File: src/rtl/dram_arbiter.sv
// dram_arbiter: shares the data RAM between the CPU MEM stage and a debug/loader port.
// Optional DRAM_ARB_STATS_EN adds a saturating CPU stall-cycle counter (stall_count, stats_clr).
module dram_arbiter #(
  parameter int AW = 8,
  parameter int DW = 8,
  parameter int MAX_WAIT = 4
) (
  input  logic          clk,
  input  logic          reset,
  input  logic          cpu_req,
  input  logic          cpu_we,
  input  logic [AW-1:0] cpu_addr,
  input  logic [DW-1:0] cpu_wdata,
  output logic          cpu_gnt,
  output logic          cpu_stall,
  output logic          cpu_rvalid,
  output logic [DW-1:0] cpu_rdata,
  input  logic          dbg_req,
  input  logic          dbg_we,
  input  logic          dbg_lock,
  input  logic [AW-1:0] dbg_addr,
  input  logic [DW-1:0] dbg_wdata,
  output logic          dbg_gnt,
  output logic          dbg_rvalid,
  output logic [DW-1:0] dbg_rdata,
  output logic          ram_we,
  output logic [AW-1:0] ram_addr,
  output logic [DW-1:0] ram_wdata,
  input  logic [DW-1:0] ram_rdata
`ifdef DRAM_ARB_STATS_EN
  ,
  input  logic          stats_clr,
  output logic [15:0]   stall_count
`endif
);
  localparam logic [0:0] IDLE = 1'b0;
  localparam logic [0:0] LOCK = 1'b1;
  logic [0:0] state;
  logic [3:0] wait_cnt;
  logic force_dbg;
  always_comb begin
    force_dbg = dbg_req && wait_cnt == 4'(MAX_WAIT);
    cpu_gnt = reset && state == IDLE && cpu_req && !force_dbg;
    dbg_gnt = reset && dbg_req && (state == LOCK || force_dbg || !cpu_req);
    cpu_stall = cpu_req && !cpu_gnt;
    ram_we = cpu_gnt ? cpu_we : dbg_gnt && dbg_we;
    ram_addr = cpu_gnt ? cpu_addr : dbg_gnt ? dbg_addr : '0;
    ram_wdata = cpu_gnt ? cpu_wdata : dbg_gnt ? dbg_wdata : '0;
  end
  // LOCK is held exactly while each granted debug access asks to keep ownership
  always_ff @(posedge clk) begin
    if (!reset) begin
      state <= IDLE;
      wait_cnt <= '0;
      cpu_rvalid <= 1'b0;
      dbg_rvalid <= 1'b0;
      cpu_rdata <= '0;
      dbg_rdata <= '0;
    end else begin
      state <= (dbg_gnt && dbg_lock) ? LOCK : IDLE;
      wait_cnt <= (dbg_req && !dbg_gnt && state == IDLE)
                  ? (wait_cnt == 4'(MAX_WAIT) ? wait_cnt : wait_cnt + 4'd1) : '0;
      cpu_rvalid <= cpu_gnt && !cpu_we;
      dbg_rvalid <= dbg_gnt && !dbg_we;
      if (cpu_gnt && !cpu_we) cpu_rdata <= ram_rdata;
      if (dbg_gnt && !dbg_we) dbg_rdata <= ram_rdata;
    end
  end
`ifdef DRAM_ARB_STATS_EN
  always_ff @(posedge clk) begin
    if (!reset || stats_clr) stall_count <= '0;
    else if (cpu_stall && stall_count != 16'hFFFF) stall_count <= stall_count + 16'd1;
  end
`endif
endmodule

File: config.mk
export PLATFORM = sky130hd
export DESIGN_NAME = dram_arbiter
export DESIGN_NICKNAME = d
export VERILOG_FILES = /design/src/rtl/dram_arbiter.sv
export SDC_FILE = /design/constraint.sdc
export NUM_CORES = 1
export LEC_CHECK = 0
export CORE_MARGIN = 2
export CORE_UTILIZATION = 37
export CTS_CLUSTER_DIAMETER = 30
export DETAILED_ROUTE_END_ITERATION = 6
export MAX_ROUTING_LAYER = met4
export PLACE_DENSITY = 0.91
export SLEW_MARGIN = 20
export SYNTH_ARGS = -nofsm -noshare
export SYNTH_HDL_FRONTEND = slang
export SYNTH_SLANG_ARGS = --single-unit
File: constraint.sdc
create_clock -name clk -period 2.5 [get_ports clk]
set_clock_uncertainty 0.1 [all_clocks]
set_input_delay 0.25 -clock clk [delete_from_list [all_inputs] [get_ports clk]]
set_output_delay 0.25 -clock clk [all_outputs]
set_load 0.1 [all_outputs]
=== After elaboration in Yosys (flattened, before gate mapping) ===
Cells that the tools add are included.
Widths: inputs -> output; s select.

* Bits in registers: 23
* Output and inout bits: 38
* Bits of input ports: 47

* Muxes and demuxes: 6
* $add $sub $neg: 1
* Reduce and logical (&&, ||, !) cells: 22
* Bitwise logic cells: 1
* Equal/unequal tests: 1

{| class="wikitable"
|+ Operators with widths
! operator !! count
|-
| $mux 8 || 4
|-
| $logic_and 1x1->1 || 13
|-
| $logic_not 1->1 || 6
|-
| $add 4x1->4 const B || 1
|-
| $eq 4x3->1 const B || 1
|-
| $logic_or 1x1->1 || 2
|-
| $mux 1 || 2
|-
| $reduce_and 2->1 || 1
|-
| $not 1->1 || 1
|}

=== Depth between registers and ports, before layout ===
Gate-level depths: netlist of the first run.

* Depth in word-level cells: 9
* Gate-level depth with buffers: 7

=== Least setup slack after synthesis of the first run ===
OpenSTA, ideal clock, no wires.

* Kind: register to output
* Start point: register wait_cnt[0]
* End point: output port ram_addr[6]
* Setup slack: -1108 ps
* Required time: 2150 ps
* Data arrival time: 3258 ps
* Stages on the path, launching flop included: 8
* Path through: dfxtp_1 -> inv_1 -> ha_1 -> and4b_1 -> buf_6 -> nor2_1 -> clkbuf_1 -> o21ai_0

* Cells in the longest elaborated chain, start to end: 7
* Elaborated cells between the ends (all ways): 9
* Those cells by class: eq/ne (1); mux (2); reduce/logical (6)

{| class="wikitable"
|+ RTL lines
! element !! line !! RTL
|-
| start, declared || 39 || <nowiki>logic [3:0] wait_cnt;</nowiki>
|-
| start signal, assigned || 61 || <nowiki>wait_cnt <= (dbg_req && !dbg_gnt && state == IDLE)</nowiki>
|-
| $eq 4x3->1 (*) || 42 || <nowiki>force_dbg = dbg_req && wait_cnt == 4'(MAX_WAIT);</nowiki>
|-
| $logic_and 1x1->1 (*) || 42 ||
|-
| $logic_or 1x1->1 (2 in a row) || 44 || <nowiki>dbg_gnt = reset && dbg_req && (state == LOCK || force_dbg || !cpu_req);</nowiki>
|-
| $logic_and 1x1->1 || 44 ||
|-
| $mux 8 || 47 || <nowiki>ram_addr = cpu_gnt ? cpu_addr : dbg_gnt ? dbg_addr : '0;</nowiki>
|-
| $mux 8 (*) || 47 ||
|-
| end, declared || 27 || <nowiki>output logic [AW-1:0] ram_addr,</nowiki>
|}

Mark *: on every way between the ends. The rest lies on a longest branch, timed or not.

=== Final worst setup path of the first run ===
* Start point: register wait_cnt[0]
* End point: output port ram_wdata[4]

* Cells in the longest elaborated chain, start to end: 7
* Elaborated cells between the ends (all ways): 9
* Those cells by class: eq/ne (1); mux (2); reduce/logical (6)

{| class="wikitable"
|+ RTL lines
! element !! line !! RTL
|-
| $eq 4x3->1 (*) || 42 ||
|-
| $logic_and 1x1->1 (*) || 42 ||
|-
| $logic_or 1x1->1 (2 in a row) || 44 ||
|-
| $logic_and 1x1->1 || 44 ||
|-
| $mux 8 || 48 || <nowiki>ram_wdata = cpu_gnt ? cpu_wdata : dbg_gnt ? dbg_wdata : '0;</nowiki>
|-
| $mux 8 (*) || 48 ||
|-
| end, declared || 28 || <nowiki>output logic [DW-1:0] ram_wdata,</nowiki>
|}

Marked as above.

==> flow_summary.toml, run 1 <==
[place]
hpwl_mm = 3.44
port_buffers = 84
place_area_um2 = 2440
gp_congestion = 0.838
post-place-cells = 301

[floorplan]
core_um2 = 3610
dieArea_um2 = 4220
dieWidth_um = 65.0
die_height_um = 65.0
start_util = 0.382
rows = 22
io_pins = 85

[grt]
gr-total-overflow = 0
grt_pass1_vias = 1646
grt_util_met3 = 0.0556
gr-max-usage-layer = "met2"
use_met1 = 0.229
grt_pass1_wl_mm = 7.13
grt_util_all_layers = 0.223
grtUsageMet2 = 0.410
grt_max_degree = 52
antenna_found_initial = 0

[power_and_ir_drop]
irDropWorstVdd_mv = 0.257
finalPower_uw = 1190
power_density_nw_per_um2 = 480
p_leak_uw = 0.00102

[layout]
instances_no_fill = 305
antennaDiodeCount = 0
drive_above_1_share = 0.222
stdcell_area_um2 = 2490
synthToLayoutAreaGrowth_pct = 80.7
nets = 307
utilization = 0.690

[worst_hold_path]
hold-path-cell-count = 2
min-delay-path-class = "register to register"
holdCritStartpoint = "cpu_rdata[7]$_SDFFE_PN0P_"

[timing]
rsz0062_at_grt = "no"
period_share = 0.903
tightest_slew_ns = 0.571
post-route-min-period_ns = 2.26
hold_violations = 0
relSlewSlack = 0.619
clock.fmax_ghz = 0.443
slew_viol_final = 0
setup_viol = 0

[critical_path]
startpoint = "wait_cnt[0]$_SDFFE_PN0P_"
r2r_cells = 6
path_cells = "inv_1 > ha_1 > and4b_1 > nor2_1 > buf_12 > o21ai_1 > buf_12"
regToRegStartpoint = "wait_cnt[0]$_SDFFE_PN0P_"
slowest_delay_ns = 0.39
arrival_ns = 1.91
cp_top_family = "buffers and inverters"
critPathMaxFanout = 21
critPathSlowestCell = "dfxtp_1"
crit_path_end_kind = "output port"
cp_num_buf_inv = 3
worstSetupPathType = "register to output port"
crit_top_cell = "buf_12"
cp.required_ns = 2.15
worst_setup_path_start_kind = "register"
cp_num_cells = 7

[logic_synthesis]
yosysWarnings = 0
synth.area.mux_share = 0.0655
synth_top_family_by_area = "simple AND/OR/NAND/NOR gates"
synthSimpleGateAreaFrac = 0.320
synth.distinct_cells = 27
synth_top_cell_area_share = 0.335
synthArstFlopShare = 0
syn_area_per_cell_um2 = 7.60
syn-num-nets = 230
ys.flop_type = "dfxtp_1"
synth_compound_area_frac = 0.172
synth_edf_count = 0
synth-seq-area-share = 0.335
synth_seq_cells = 23
synthCells = 181
synth_adder_area_share = 0.0182
synthXorXnorAreaFrac = 0.00636
synthTopCellsByArea = "dfxtp_1, nand2_1, nand4_1"
syn_area_um2 = 1380
synth_area_leader_cell = "dfxtp_1"

[drt]
drtAntennaViolNets = 0
finalWirelength_mm = 4.44
drtIter0Drc = 70
wire_per_inst_um = 14.6
firstDrtPassIters = 4
drc = 0
num_vias = 1656
avgViaCountPerCell = 5.43

[clock_network]
cts_buffers = 3
clock-root-buffer = "clkbuf_8"
clk_pin_slew_ns = 0.08
htree_num_levels = 1
clock_sinks = 23
postCtsSetupBuffers = 0
ctsHoldBuffers = 0
clk_latency_ns = 0.26
clockBufferDepth = 2
post_cts_resized = 0
cts_tree = "yes"

[status]
status = "finished clean"

[flow_run]
drv_cap = 0
## final cells by class
type / instances / area (um^2)
sequential: 23 / 460
tap: 48 / 60.1
inverter: 2 / 7.51
multi-input combinational: 136 / 833
timing repair buffer: 92 / 1080
clock buffer: 4 / 45.0
fill: 282 / 1120
## kinds of logic (layout without fill, tap and decap cells)
| group | count (synthesis) | count (layout) |
|---|---|---|
| mux | 9 | 9 |
| simple gates | 90 | 90 |
| buf+inv | 22 | 98 |
| xor+xnor | 1 | 1 |
| flops | 23 | 23 |
| compound gates | 34 | 34 |
| fa+ha+maj | 2 | 2 |
## cells in the mapped netlist, types with 2 or more instances
cell type / number
buf_6: 3
buf_2: 8
nand4_1: 17
inv_1: 2
nand3_1: 2
clkbuf_1: 8
o21ai_0: 17
a311o_1: 8
a211oi_1: 8
and3_1: 3
nand2b_1: 2
nor2b_1: 3
nor3_1: 11
dfxtp_1: 23
ha_1: 2
nor2_1: 3
mux2i_1: 9
nand2_1: 43
## worst min-delay path, stage by stage, from the launching register on
cell and delay, ns:
dfxtp_1 0.32, nand2_1 0.05, mux2i_1 0.06
## routing by layer
layer	vias to the layer above	wire length (um)
met5	-	0
met4	0	78
met3	7	340
met2	86	2300
met1	756	1720
li1	807	-
## registers in the layout, indices dropped and copies added, names as in the netlist
register    flops
cpu_rdata       8
dbg_rdata       8
wait_cnt        4
cpu_rvalid      1
dbg_rvalid      1
state           1
## cells in the final DEF, fill, tap and decap left out
| cell | synthesis | final |
|---|---|---|
| a311o_1 | 8 | 8 |
| mux2i_1 | 9 | 9 |
| ha_1 | 2 | 2 |
| or3_1 | 1 | 1 |
| clkbuf_8 | 0 | 3 |
| clkbuf_1 | 8 | 1 |
| nor2b_2 | 0 | 1 |
| a211oi_1 | 8 | 8 |
| nand3b_1 | 1 | 1 |
| buf_4 | 0 | 24 |
| xnor2_1 | 1 | 1 |
| nand2b_1 | 2 | 2 |
| nand2_1 | 43 | 43 |
| and4b_1 | 1 | 1 |
| nor3_1 | 11 | 11 |
| nor2_1 | 3 | 3 |
| o2111a_1 | 1 | 1 |
| clkdlybuf4s50_1 | 0 | 46 |
| nand4_1 | 17 | 17 |
| o21ai_2 | 0 | 6 |
| nand3_1 | 2 | 2 |
| dfxtp_1 | 23 | 23 |
| inv_1 | 2 | 2 |
| o21ai_1 | 0 | 11 |
| nor2b_4 | 0 | 1 |
| buf_12 | 0 | 22 |
| or2b_1 | 1 | 1 |
| and3_1 | 3 | 3 |
| nor2b_1 | 3 | 1 |
| and2_1 | 1 | 1 |
| nand4b_1 | 1 | 1 |
## report_power, final
| group | total [uW] | internal (uW) | switching [uW] |
|---|---|---|---|
| Clock | 230 | 114 | 116 |
| Sequential | 395 | 383 | 11.5 |
| Combinational | 570 | 200 | 370 |
| Total | 1190 | 697 | 497 |
## worst paths after layout
kind | to | slack, ns
worst max-delay path | ram_wdata[4] | 0.24
worst min-delay path | cpu_rdata[7]$_SDFFE_PN0P_ | 0.37
worst max register to register | cpu_rdata[6]$_SDFFE_PN0P_ | 0.45
worst min register to register | cpu_rdata[7]$_SDFFE_PN0P_ | 0.37
## metrics by stage
stage	hold slack, ns	setup TNS (ns)	setup WS [ns]
finish	0.375	0	0.242
detailed placement	0.360	0	0.284
global route	0.397	0	0.124
floorplan	0.222	-4.37	-0.373
CTS	0.374	0	0.226
global placement	0.347	0	0.335
No activity file was read; power rests on OpenSTA's default activity.
==> run 2, diff against run 1 <==
--- a/config.mk
+++ b/config.mk
@@ -5,12 +5,14 @@
 export SDC_FILE = /design/constraint.sdc
 export NUM_CORES = 1
 export LEC_CHECK = 0
+export CELL_PAD_IN_SITES_DETAIL_PLACEMENT = 2
+export CELL_PAD_IN_SITES_GLOBAL_PLACEMENT = 2
 export CORE_MARGIN = 2
-export CORE_UTILIZATION = 37
+export CORE_UTILIZATION = 18
 export CTS_CLUSTER_DIAMETER = 30
 export DETAILED_ROUTE_END_ITERATION = 6
 export MAX_ROUTING_LAYER = met4
-export PLACE_DENSITY = 0.91
+export PLACE_DENSITY = 0.88
 export SLEW_MARGIN = 20
 export SYNTH_ARGS = -nofsm -noshare
 export SYNTH_HDL_FRONTEND = slang
==> run 2 against run 1 <==
Power grew 1.5%. Setup slack lost 0.019 ns. Final cell count grew 17%. Critical path depth is the same. Clock power grew 5%. Largest power group unchanged. Hold slack lost 0.0031 ns. Largest cell class unchanged. Clock-buffer cell count shrank 1. Sequential share of layout area shrank 0.45 points. Via count grew 2.3%. Non-clock buffer count is the same. Critical path type unchanged.
==> flow_summary.toml, run 2 (same netlist as run 1, synthesis figures left out) <==
[power_and_ir_drop]
p_leak_uw = 0.00103
irDropWorstVdd_mv = 0.168
finalPower_uw = 1210
power_density_nw_per_um2 = 475

[critical_path]
worst_setup_path_start_kind = "register"
cp.required_ns = 2.15
worstSetupPathType = "register to output port"
arrival_ns = 1.93
crit_path_end_kind = "output port"
critPathMaxFanout = 21

[floorplan]
start_util = 0.188
dieArea_um2 = 8360
core_um2 = 7330
dieWidth_um = 91.4
rows = 31
die_height_um = 91.4
io_pins = 85

[drt]
wire_per_inst_um = 16.4
finalWirelength_mm = 5.84
drtAntennaViolNets = 0
drc = 0
drtIter0Drc = 48
firstDrtPassIters = 4
num_vias = 1694
avgViaCountPerCell = 4.76

[clock_network]
clk_latency_ns = 0.28
ctsHoldBuffers = 0
cts_buffers = 3
clock_sinks = 23
clockBufferDepth = 2
cts_tree = "yes"
clock-root-buffer = "clkbuf_8"
htree_num_levels = 1
post_cts_resized = 0
postCtsSetupBuffers = 0
clk_pin_slew_ns = 0.09

[grt]
antenna_found_initial = 0
grt_max_degree = 52
grt_util_all_layers = 0.145
gr-total-overflow = 0
grt_pass1_vias = 1865
grt_pass1_wl_mm = 9.44

[timing]
slew_viol_final = 0
clock.fmax_ghz = 0.439
period_share = 0.911
setup_viol = 0
relSlewSlack = 0.582
hold_violations = 0
post-route-min-period_ns = 2.28
tightest_slew_ns = 0.628
rsz0062_at_grt = "no"

[place]
hpwl_mm = 4.56
port_buffers = 84
gp_congestion = 0.750
post-place-cells = 352
place_area_um2 = 2500

[layout]
synthToLayoutAreaGrowth_pct = 85.3
drive_above_1_share = 0.233
final_cell_mix = "clkdlybuf4s50_1, nand2_1, buf_4"
final_common_cell = "clkdlybuf4s50_1"
fill_cells = 824
top_regs = "cpu_rdata: 8 flops, dbg_rdata: 8 flops, wait_cnt: 4 flops"
antennaDiodeCount = 0
instances_no_fill = 356
stdcell_area_um2 = 2550
nets = 307

[worst_hold_path]
min-delay-path-class = "primary input to register"

[flow_run]
drv_cap = 0

[status]
status = "finished clean"
-- run 2: worst max-delay path: stages, from the launching register on --
cell and delay [ns]:
dfxtp_1 0.36, inv_1 0.08, ha_1 0.23, and4b_1 0.27
nor2_2 0.06, buf_12 0.17, o21ai_1 0.25, buf_12 0.21
-- run 2: worst paths after layout --
check                             from                   endpoint  slack (ns)  depth (start not counted)
min                              reset   wait_cnt[2]$_SDFFE_PN0P_        0.37                          3
min reg2reg  cpu_rdata[0]$_SDFFE_PN0P_  cpu_rdata[0]$_SDFFE_PN0P_        0.37                          2
max           wait_cnt[0]$_SDFFE_PN0P_               ram_wdata[3]        0.22                          7
max reg2reg   wait_cnt[0]$_SDFFE_PN0P_  cpu_rdata[7]$_SDFFE_PN0P_        0.38                          6
-- run 2: metal layers --
layer | part of all wire | routed length, um | vias up | track usage
met5 | 0 | 0 | - | -
met4 | 0.0075 | 44 | 0 | 0.0303
met3 | 0.054 | 318 | 5 | 0.0340
met2 | 0.54 | 3140 | 60 | 0.270
met1 | 0.40 | 2330 | 826 | 0.157
li1 | - | - | 803 | -
-- run 2: power by group --
group	internal, uW	leakage, uW	total [uW]	switching, uW
clock network	112	0.0000255	242	130
registers	383	0.000188	395	11.6
logic	199	0.000813	575	376
total	694	0.00103	1210	517
-- run 2: area by class of cell --
class	count	area, um^2	area share
Multi-Input combinational cell	136	836	0.328
Tap cell	99	124	0.0486
Timing Repair Buffer	92	1080	0.422
Sequential cell	23	460	0.181
Clock inverter	1	5.00	0.00196
Inverter	2	7.51	0.00294
Clock buffer	3	41.3	0.0162
-- run 2: through the flow --
stage / hold slack, ns / worst slack, ns / util / setup TNS (ns)
global placement: 0.349 / 0.336 / 0.342 / 0
global route: 0.382 / 0.0883 / 0.348 / 0
floorplan: 0.222 / -0.373 / - / -4.37
detailed placement: 0.370 / 0.295 / 0.342 / 0
finish: 0.371 / 0.223 / 0.348 / 0
CTS: 0.373 / 0.198 / 0.348 / 0
